File: config.mk
export PLATFORM = sky130hd
export DESIGN_NAME = johnson_seq_ctrl_flat
export DESIGN_NICKNAME = d
export VERILOG_FILES = /design/src/rtl/johnson_seq_ctrl_if.sv /design/src/rtl/johnson_seq_ctrl.sv /design/src/flat_wrapper.sv
export SDC_FILE = /design/constraint.sdc
export NUM_CORES = 1
export LEC_CHECK = 0
export ABC_AREA = 1
export CAP_MARGIN = 20
export CORE_MARGIN = 3
export CORE_UTILIZATION = 45
export CTS_BUF_LIST = sky130_fd_sc_hd__clkbuf_16
export CTS_CLUSTER_DIAMETER = 200
export DETAILED_ROUTE_END_ITERATION = 12
export PLACE_DENSITY = 0.74
export SKIP_CTS_REPAIR_TIMING = 1
export SLEW_MARGIN = 30
export SYNTH_ARGS = -nofsm -noshare
export SYNTH_HDL_FRONTEND = slang
export SYNTH_SLANG_ARGS = --single-unit
export TNS_END_PERCENT = 20
File: constraint.sdc
create_clock -name clk -period 4.31 [get_ports clk]
set_clock_uncertainty 0.15 [all_clocks]
set_input_delay 0.6465 -clock clk [delete_from_list [all_inputs] [get_ports clk]]
set_output_delay 0.6465 -clock clk [all_outputs]
set_load 0.01 [all_outputs]
File: src/rtl/johnson_seq_ctrl_if.sv
// Command/status bundle between the upstream run control and the Johnson sequence controller.
interface johnson_seq_ctrl_if #(
    parameter int unsigned STEPW = 8
) ();
    logic             start;
    logic             stop;
    logic             dir;
    logic             continuous;
    logic [STEPW-1:0] steps;
    logic             clr;
    logic [3:0]       count;
    logic             busy;
    logic             done;
    logic             adv;

    modport master (
        output start, stop, dir, continuous, steps, clr,
        input  count, busy, done, adv
    );

    modport slave (
        input  start, stop, dir, continuous, steps, clr,
        output count, busy, done, adv
    );
endinterface

File: src/rtl/johnson_seq_ctrl.sv
// Run controller owning the 4-bit Johnson count: counted or continuous runs, forward or reverse.
// Define JC_PRESCALE_EN to derive the advance tick from a DIV-cycle prescaler.
module johnson_seq_ctrl #(
    parameter int unsigned DIV   = 4,
    parameter int unsigned STEPW = 8
) (
    input logic               clk,
    input logic               reset,
    johnson_seq_ctrl_if.slave ctl
);

    if (DIV < 2 || DIV > 255) begin : gen_div_check
        $error("johnson_seq_ctrl: DIV must lie in 2..255");
    end
    if (STEPW < 1) begin : gen_stepw_check
        $error("johnson_seq_ctrl: STEPW must be at least 1");
    end

    typedef enum logic [1:0] {
        StIdle,
        StRun,
        StFinish
    } state_e;

    state_e           state_q, state_d;
    logic [3:0]       count_q, count_d;
    logic             dir_q, dir_d;
    logic             cont_q, cont_d;
    logic [STEPW-1:0] rem_q, rem_d;
    logic             busy_q, busy_d;
    logic             done_q, done_d;
    logic             adv_q, adv_d;
    logic             tick;

    // Forward shifts right feeding ~lsb into msb; reverse is the exact inverse.
    function automatic logic [3:0] jc_next(input logic [3:0] c, input logic rev);
        return rev ? {c[2:0], ~c[3]} : {~c[0], c[3:1]};
    endfunction

`ifdef JC_PRESCALE_EN
    localparam int unsigned PsW = $clog2(DIV);
    localparam logic [PsW-1:0] PsLast = PsW'(DIV - 1);

    logic [PsW-1:0] ps_q, ps_d;

    assign tick = (ps_q == PsLast);

    // Held at zero outside RUN, so every run starts a fresh DIV-cycle period.
    always_comb begin
        ps_d = '0;
        if (state_q == StRun && !tick) begin
            ps_d = ps_q + 1'b1;
        end
    end

    always_ff @(posedge clk or negedge reset) begin
        if (!reset) begin
            ps_q <= '0;
        end else begin
            ps_q <= ps_d;
        end
    end
`else
    assign tick = 1'b1;
`endif

    always_comb begin
        state_d = state_q;
        count_d = count_q;
        dir_d   = dir_q;
        cont_d  = cont_q;
        rem_d   = rem_q;
        adv_d   = 1'b0;

        case (state_q)
            StIdle: begin
                if (ctl.start && !ctl.stop) begin
                    dir_d  = ctl.dir;
                    cont_d = ctl.continuous;
                    rem_d  = ctl.steps;
                    if (!ctl.continuous && ctl.steps == '0) begin
                        state_d = StFinish;
                    end else begin
                        state_d = StRun;
                    end
                end else if (ctl.clr && !ctl.start) begin
                    count_d = 4'b0000;
                end
            end
            StRun: begin
                // stop wins over a coinciding tick: no advance, no done.
                if (ctl.stop) begin
                    state_d = StIdle;
                end else if (tick) begin
                    count_d = jc_next(count_q, dir_q);
                    adv_d   = 1'b1;
                    if (!cont_q) begin
                        if (rem_q != '0) begin
                            rem_d = rem_q - 1'b1;
                        end
                        if (rem_q == STEPW'(1)) begin
                            state_d = StFinish;
                        end
                    end
                end
            end
            StFinish: begin
                state_d = StIdle;
            end
            default: begin
                state_d = StIdle;
            end
        endcase

        busy_d = (state_d == StRun);
        done_d = (state_d == StFinish);
    end

    always_ff @(posedge clk or negedge reset) begin
        if (!reset) begin
            state_q <= StIdle;
            count_q <= 4'b0000;
            dir_q   <= 1'b0;
            cont_q  <= 1'b0;
            rem_q   <= '0;
            busy_q  <= 1'b0;
            done_q  <= 1'b0;
            adv_q   <= 1'b0;
        end else begin
            state_q <= state_d;
            count_q <= count_d;
            dir_q   <= dir_d;
            cont_q  <= cont_d;
            rem_q   <= rem_d;
            busy_q  <= busy_d;
            done_q  <= done_d;
            adv_q   <= adv_d;
        end
    end

    assign ctl.count = count_q;
    assign ctl.busy  = busy_q;
    assign ctl.done  = done_q;
    assign ctl.adv   = adv_q;

endmodule

File: src/flat_wrapper.sv
// flat-port wrapper written by rule: the top's interface ports become plain ports
module johnson_seq_ctrl_flat 
#(
    parameter int unsigned DIV   = 4,
    parameter int unsigned STEPW = 8
)
  (clk, reset, ctl_start, ctl_stop, ctl_dir, ctl_continuous, ctl_steps, ctl_clr, ctl_count, ctl_busy, ctl_done, ctl_adv);
  johnson_seq_ctrl_if #(.STEPW(STEPW)) ctl_i ();
  input logic clk;
  input logic reset;
  input wire logic [$bits(ctl_i.start)-1:0] ctl_start;
  input wire logic [$bits(ctl_i.stop)-1:0] ctl_stop;
  input wire logic [$bits(ctl_i.dir)-1:0] ctl_dir;
  input wire logic [$bits(ctl_i.continuous)-1:0] ctl_continuous;
  input wire logic [$bits(ctl_i.steps)-1:0] ctl_steps;
  input wire logic [$bits(ctl_i.clr)-1:0] ctl_clr;
  output wire logic [$bits(ctl_i.count)-1:0] ctl_count;
  output wire logic [$bits(ctl_i.busy)-1:0] ctl_busy;
  output wire logic [$bits(ctl_i.done)-1:0] ctl_done;
  output wire logic [$bits(ctl_i.adv)-1:0] ctl_adv;
  assign ctl_i.start = ctl_start;
  assign ctl_i.stop = ctl_stop;
  assign ctl_i.dir = ctl_dir;
  assign ctl_i.continuous = ctl_continuous;
  assign ctl_i.steps = ctl_steps;
  assign ctl_i.clr = ctl_clr;
  assign ctl_count = ctl_i.count;
  assign ctl_busy = ctl_i.busy;
  assign ctl_done = ctl_i.done;
  assign ctl_adv = ctl_i.adv;
  johnson_seq_ctrl #(.DIV(DIV), .STEPW(STEPW)) u_core (.clk(clk), .reset(reset), .ctl(ctl_i));
endmodule
-- Yosys cells after proc, flatten, opt, wreduce, memory -nomap -nowiden
Cells that the tools add are included.
- add/subtract/negate cells: 1
- bitwise gates (word level): 2
- reductions and logical operators: 13
- equal/unequal tests: 10
- muxes and demuxes: 18
- operators with widths (kind ; number):
    8-bit two-way mux ; 4
    4-bit two-way mux ; 4
    8-bit one-hot mux with 2 select lines ; 1
    2-bit two-way mux ; 5
    8-bit by 1-bit == test with 1-bit output, second input constant ; 1
    8-bit logical NOT ; 1
    4-bit one-hot mux with 2 select lines ; 1
    8-bit nonzero test ; 1
    8-bit by 1-bit subtractor with 8-bit output, second input constant ; 1
    2-bit by 1-bit inequality test with 1-bit output, second input constant ; 3
    2-bit inequality test, second input constant ; 3
    5-bit AND reduction ; 1
    2-bit by 1-bit == test with 1-bit output, second input constant ; 2
    2-bit one-hot mux with 2 select lines ; 1
    4-bit AND reduction ; 1
    1-bit logical AND ; 3
    1-bit logical NOT ; 3
    2-bit == test, second input constant ; 1
    2-bit logical NOT ; 1
    1-bit two-way mux ; 2
    1-bit inverter ; 2
    2-bit AND reduction ; 1
    2-bit nonzero test ; 1
- register bits after elaboration: 19
- output and inout port bits: 7
- word-level logic and storage cells: 52
- input port bits: 15

-- Longest topological paths before layout
Gate-level depths: netlist (run 1).
- depth after elaboration: 6
- gate-level depth with buffers: 9
- mapped depth without buffers: 9

-- Worst setup path after synthesis (run 1)
OpenSTA, ideal clock, no wires.
- path kind: input to register
- start: input port ctl_start
- end: register u_core.rem_q[2]
- slack: 2.693 ns
- cell stages on the path: 9
- setup time: 0.122 ns
- arrival: 1.344 ns
- path through: inv_1 nor2_2 nand2_4 nand2_2 nand2_2 inv_1 nand2_4 nand2_1 o21ai_1
- longest elaborated chain between the ends: 3
- ends and longest elaborated chain (element ; RTL line ; text):
    start, declared ; flat_wrapper.sv:11 ; input wire logic [$bits(ctl_i.start)-1:0] ctl_start;
    1-bit logical AND ; johnson_seq_ctrl.sv:77 ; if (ctl.start && !ctl.stop) begin
    2-bit by 1-bit inequality test with 1-bit output (no source line) ; n/a ;
    5-bit AND reduction (no source line) ; n/a ;
    end signal, assigned ; johnson_seq_ctrl.sv:134 ; rem_q <= rem_d;
    end, declared ; johnson_seq_ctrl.sv:29 ; logic [STEPW-1:0] rem_q, rem_d;
Every way passes these cells.
A chain may end at the register's enable or synchronous reset.

-- Worst setup path after layout (run 1)
- start: register u_core.state_q[0]
- end: register u_core.rem_q[2]
- longest elaborated chain between the ends: 3
- elaborated cells on any way between the ends: 9
- those cells by class: eq/ne (5); mux (1); reduce/logical (3)
- ends and longest elaborated chain (element ; RTL line ; text):
    start, declared ; johnson_seq_ctrl.sv:25 ; state_e state_q, state_d;
    start signal, assigned ; johnson_seq_ctrl.sv:121 ; state_q <= StIdle;
    start signal, assigned ; johnson_seq_ctrl.sv:130 ; state_q <= state_d;
    2-bit by 1-bit == test with 1-bit output or 2-bit logical NOT (tied branches) ; johnson_seq_ctrl.sv:75 ; case (state_q)
    2-bit inequality test (no source line) (tied with other cells) ; n/a ;
    5-bit AND reduction (no source line) ; n/a ;
Parallel ways exist; a longest one is shown, timed or not.

==> summary.txt, run 1 <==
Status -> completed
Worst hold-check path type -> input pin to asynchronous set/reset pin
Max_cap viols -> 0
Starting Density -> 49.8%
Arrival @ worst endpoint -> 2.09 ns
CP Capture Type -> flop
Syn avg cell area -> 7.26 sq um
Die width -> 56.7 microns
Row cnt -> 17
Minimum clock period -> 2.06 ns
DRC -> 0
Fill cells -> 206
RSZ-0062 raised after global routing -> no
Endpoint of the worst-slack reg-to-reg timing path -> u_core.rem_q[2]
Number of vias per cell -> 5.20
WL/cell -> 12.4 microns
Area post-placement -> 1380 sq um
Drt pass-1 iters -> 4
Final Non-Filler Cells -> 210
DRT iter0 DRCs -> 46
Setup CP Type -> flop to flop
CTS sink cnt -> 19
Lkg Pwr -> 0.718 nW
Inserted Diodes -> 0
Vias in the first global route -> 967
CP Max Fanout -> 11
FF-to-FF Start -> u_core.state_q[0]
Die Height -> 56.7 microns
Layout cell share with drive strength beyond 1 -> 8.79%
Sequential fraction of the synthesis area -> 41.2%
Worst Tran Pin Value -> 0.903 ns
Nets -> 201
Pins Over Slew Limit -> 0
Max_slew headroom -> 39.6%
Pre-CTS WS -> 2.10 ns
Total wire length -> 2600 microns
IR drop worst, VDD -> 388 uV
Setup ws final -> 2.25 ns
Post-synth net total -> 177
I/O pins -> 22
Cell Pwr Density -> 562 nW/um^2
Htree depth -> 1
Synth top area share -> 41.2%
Synth unique cells -> 21
Synthesis-stage register bit count -> 19
Final ANT Viol Nets -> 0
Cells after synthesis -> 159
Fin Hold WS -> 0.182 ns
PortBufs -> 21
HPWL after DPL -> 1930 microns
Main area contributors after synthesis -> dfrtp_1 41%, nand2_1 17%, inv_1 5.9%
Placed insts -> 206
Cell area after layout -> 1460 sq um
Global placement routability congestion -> 0.867
Final setup fails -> 0
Final Cycle Share -> 47.8%
Layout area overhead -> 26.3%
Worst Reg-to-Reg Cells -> 8
Clock-pin slew on the worst setup and hold paths -> 0.06 ns
Largest net degree at the start of global routing -> 20
Area leader, netlist -> dfrtp_1
Core Region -> 2320 sq um
First-pass GRT wire length -> 4420 microns
DR vias -> 1,092
CTS tree -> yes
CP Launch Type -> flop
FMAX -> 0.485 GHz
Max Buffers Root-to-Sink -> 2
Fin Setup TNS -> 0 ns
R2r setup slk -> 2.25 ns
Endpoints failing hold -> 0
GRT overflow -> 0
Worst-Skew Late Latency -> 0.25 ns
Die area -> 3210 sq um
CTS root buffer -> clkbuf_16
Total CTS buffers -> 3
Synthesized cell area -> 1150 sq um
Aggregate global-route resource usage -> 17.5%
Initial antenna violation count -> 0
Yosys warns -> 0
Worst path required time -> 4.33 ns
-- cells in the mapped netlist (all sizes together) --
cell type	number
nand2	57
dfrtp	19
nor2	19
inv	18
o21ai	13
a21oi	10
nand3	10
ha	3
nand4	3
buf	2
o22ai	2
a31oi	1
nor3	1
o31ai	1
-- where the power goes --
| group | switching [W] | total (W) | leakage, nW | internal (W) |
|---|---|---|---|---|
| Combinational | 0.000201 | 0.000330 | 0.439 | 0.000129 |
| Clock | 0.0000678 | 0.000193 | 0.0371 | 0.000125 |
| Sequential | 0.0000639 | 0.000297 | 0.242 | 0.000233 |
-- layout by cell type (no fill, tap or decap) --
cell,count
o21ai_4,1
o22ai_1,2
a21oi_4,1
o21ai_1,2
inv_1,18
nand2_2,4
nor2_1,16
a31oi_1,1
ha_1,3
o31ai_1,1
nand2_1,51
buf_2,1
o21ai_0,10
nor2_2,3
nand4_1,3
nand2_4,2
dfrtp_1,19
clkbuf_16,3
nor3_1,1
a21oi_1,9
nand3_1,10
clkdlybuf4s50_1,20
clkinvlp_4,1
-- worst max-delay path by stage --
| stage | startpoint | to | slack (ns) | cells past startpoint |
|---|---|---|---|---|
| 6_report | u_core.state_q[0] | u_core.rem_q[2] | 2.25 | 8 |
| 5_1_grt | u_core.state_q[0] | u_core.ctl.count[0] | 2.15 | 6 |
| 4_1_cts | u_core.state_q[0] | u_core.ctl.count[0] | 2.26 | 6 |
| 3_5_place_dp | ctl_start | u_core.rem_q[2] | 2.10 | 10 |
| 3_3_place_gp | ctl_start | u_core.rem_q[1] | 2.16 | 10 |
| 2_1_floorplan | ctl_start | u_core.rem_q[2] | 2.69 | 9 |
-- flip-flops by register name (all words and copies together) (netlist names) --
| register | count |
|---|---|
| u_core.rem_q | 8 |
| u_core.ctl.done | 1 |
| u_core.dir_q | 1 |
| u_core.cont_q | 1 |
| u_core.ctl.adv | 1 |
| u_core.ctl.busy | 1 |
| u_core.ctl.count | 4 |
| u_core.state_q | 2 |
-- metrics by stage --
stage | util (%) | power, W
3_5_place_dp | 59.6 | 0.000626
6_report | 62.9 | 0.000820
5_1_grt | 62.9 | 0.000894
3_3_place_gp | 59.6 | 0.000617
4_1_cts | 63.1 | 0.000827
2_1_floorplan | - | 0.000529
-- layout make-up --
class	count	area [sq um]	share of cell area, %
clock inverter	1	7.51	0.515
timing repair buffer	21	205	14.1
multi-input combinational	120	593	40.7
sequential	19	475	32.6
clock buffer	3	75.1	5.15
inverter	18	67.6	4.63
tap	28	35.0	2.40
-- cell families (layout without fill, tap and decap cells) --
| logic type | Yosys count | in the layout | synth area share [%] |
|---|---|---|---|
| and+or+nand+nor | 90 | 90 | 33.9 |
| AOI/OAI and AO/OA | 27 | 27 | 14.2 |
| buffers and inverters | 20 | 43 | 7.48 |
| DFF | 19 | 19 | 41.2 |
| adders and majority gates | 3 | 3 | 3.25 |
-- worst max-delay path, cell delays in order, from the launching register on --
cell     delay (ns)
dfrtp_1        0.37
inv_1          0.05
nor2_1         0.68
nand2_1        0.22
nand2_2        0.17
inv_1          0.08
nand2_4        0.13
nand2_1        0.06
o21ai_1        0.08
-- metal layers --
layer | share of wire [%] | global-route usage [%]
met1 | 45 | 24.7
met3 | 5.4 | 2.99
met4 | 0.62 | 5.08
met5 | 0 | 0
met2 | 49 | 27.4
Note: power is estimated with default switching activity, not from simulation.
==> run 2, diff against run 1 <==
- clock period: 4.31 -> 2.15 ns (I/O delays scaled with it)
==> run 2 against run 1 <==
Clock-buffer cell count is the same. Global-route usage grew 0.95 points. Clock power grew 94%. Via count shrank 1.2%. Cell count grew 0.95%. Wire length grew 5.7%. Critical path type is now flop to output port. Largest cell class unchanged.
==> summary.txt, run 2 (synthesis gave the netlist of run 1 again) <==
Status -> completed
Switching Share -> 40.8% (+0.23 points)
Final setup fails -> 0 (unchanged)
Combinational power share -> 41.3% (+1.0 points)
Max_cap viols -> 0 (unchanged)
Seq pwr share -> 36.1% (about the same)
Htree depth -> 1 (unchanged)
WL/cell -> 12.9 microns (+4.7%)
Busiest layer in global routing -> met2
Max Buffers Root-to-Sink -> 2 (unchanged)
Endpoint of the worst-slack reg-to-reg timing path -> u_core.ctl.count[2]
Max_slew headroom -> 69.9% (+30 points)
Fill cells -> 205 (-0.49%)
CP endpoint -> ctl_count[1]
PortBufs -> 21 (unchanged)
M3 GR Usage -> 5.98% (+3.0 points)
Area post-placement -> 1400 sq um (+1.1%)
Cell area after layout -> 1480 sq um (+1.1%)
GR Util met1 -> 22.2% (-2.5 points)
Cell Pwr Density -> 1120 nW/um^2 (+100%)
Pre-CTS WS -> 0.276 ns (-1.83 ns)
R2r setup slk -> 0.56 ns (-1.69 ns)
Internal power -> 0.000980 W (+100%)
CTS root buffer -> clkbuf_16
Commonest non-fill, non-tap cell in the layout -> nand2_1
Global placement routability congestion -> 0.878 (+1.3%)
RSZ-0062 raised after global routing -> no
Clock share of power -> 22.6% (-0.9 points)
Drt pass-1 iters -> 4 (unchanged)
Aggregate global-route resource usage -> 18.5% (+0.95 points)
I/O pins -> 22 (unchanged)
CP Max Fanout -> 4 (-7)
DR vias -> 1,079 (-1.2%)
Worst Reg-to-Reg Cells -> 6 (-2)
Final ANT Viol Nets -> 0 (unchanged)
Worst hold-check path type -> input pin to asynchronous set/reset pin
Stages on the worst setup path -> 1 (-7)
DRC -> 0 (unchanged)
Number of vias per cell -> 5.09 (-2.1%)
Layout cell share with drive strength beyond 1 -> 8.70% (-0.096 points)
Most frequent cells in the layout -> 51 x nand2_1, 21 x clkdlybuf4s50_1, 19 x inv_1, 19 x dfrtp_1, 16 x nor2_1
Lkg Pwr -> 0.733 nW (+2.1%)
IR drop worst, VDD -> 808 uV (+110%)
Critical Path, Cell by Cell -> clkdlybuf4s50_1
CP Capture Type -> output port
Largest reg by FF count -> u_core.rem_q
Worst path required time -> 1.68 ns (-2.65 ns)
Arrival @ worst endpoint -> 1.20 ns (-0.89 ns)
Pins Over Slew Limit -> 0 (unchanged)
Core Region -> 2320 sq um (unchanged)
Layout area overhead -> 27.7%
CP Launch Type -> flop
Worst-Skew Late Latency -> 0.25 ns (about the same)
Endpoints failing hold -> 0 (unchanged)
Critical Path Max Stage Delay -> 0.56 ns (-0.12 ns)
FF-to-FF Start -> u_core.state_q[0]
Total wire length -> 2740 microns (+5.7%)
Setup CP Type -> flop to output port
Worst Tran Pin Value -> 0.450 ns (-0.453 ns)
Minimum clock period -> 1.67 ns
Die width -> 56.7 microns (unchanged)
HPWL after DPL -> 2050 microns (+6.3%)
Die area -> 3210 sq um (unchanged)
GRT overflow -> 0 (unchanged)
Net Switching -> 0.000675 W (+100%)
Row cnt -> 17 (unchanged)
Fin Setup TNS -> 0 ns (unchanged)
Final Cycle Share -> 77.6%
Vias in the first global route -> 1,036 (+7.1%)
Nets -> 203 (+1.0%)
Fin Hold WS -> 0.255 ns (+0.0736 ns)
CTS sink cnt -> 19 (unchanged)
Critical path buffers and inverters -> 1 (-1)
Setup crit start -> u_core.ctl.count[1]
Largest register FFs -> 8 (unchanged)
Starting Density -> 49.8% (unchanged)
Initial antenna violation count -> 0 (unchanged)
Inserted Diodes -> 0 (unchanged)
Slowest-stage cell, CP -> clkdlybuf4s50_1
Delay-heaviest family, CP -> buffers and inverters
Total CTS buffers -> 3 (unchanged)
DRT iter0 DRCs -> 35 (-24%)
Die Height -> 56.7 microns (unchanged)
FMAX -> 0.599 GHz
Largest net degree at the start of global routing -> 20 (unchanged)
Setup ws final -> 0.482 ns (-1.77 ns)
Routing usage on met2 -> 30.9% (+3.5 points)
First-pass GRT wire length -> 4570 microns (+3.6%)
Clock-pin slew on the worst setup and hold paths -> 0.05 ns (about the same)
CTS tree -> yes
[run 2: changes by cell type in the layout (fill, tap and decap cells not counted), sizes merged]
cell,change
buf,+1
clkdlybuf4s50,+1
clkinvlp,-1
inv,+1
[run 2: how the worst min path moves through the flow]
stage	end
global placement	u_core.cont_q
CTS	u_core.ctl.count[1]
detailed placement	u_core.cont_q
finish	u_core.ctl.count[1]
global route	u_core.ctl.count[1]
floorplan	u_core.cont_q
[run 2: per-stage QoR]
stage	cells	utilization (%)	power, W
floorplan	159	-	0.00106
global placement	208	60.2	0.00124
detailed placement	208	60.2	0.00127
CTS	212	63.6	0.00166
global route	212	63.6	0.00180
finish	212	63.6	0.00166
[run 2: layout make-up]
cell class | instances | area (sq um) | area share [%]
Multi-Input combinational cell | 120 | 593 | 40.2
Sequential cell | 19 | 475 | 32.2
Timing Repair Buffer | 23 | 225 | 15.3
Clock buffer | 3 | 75.1 | 5.09
Inverter | 18 | 67.6 | 4.58
Tap cell | 28 | 35.0 | 2.37
Clock inverter | 1 | 3.75 | 0.254
[run 2: layer usage]
layer  share of wire, %  wire (microns)
met5                  0               0
met4                1.1              29
met1                 42            1150
met3                5.9             163
met2                 51            1400
[run 2: power by group through the flow]
stage	Combinational, W	Clock (W)	Sequential (W)
2_1_floorplan	0.000481	0	0.000579
5_1_grt	0.000787	0.000399	0.000615
3_3_place_gp	0.000648	0	0.000594
3_5_place_dp	0.000674	0	0.000597
4_1_cts	0.000685	0.000381	0.000594
6_report	0.000683	0.000375	0.000597
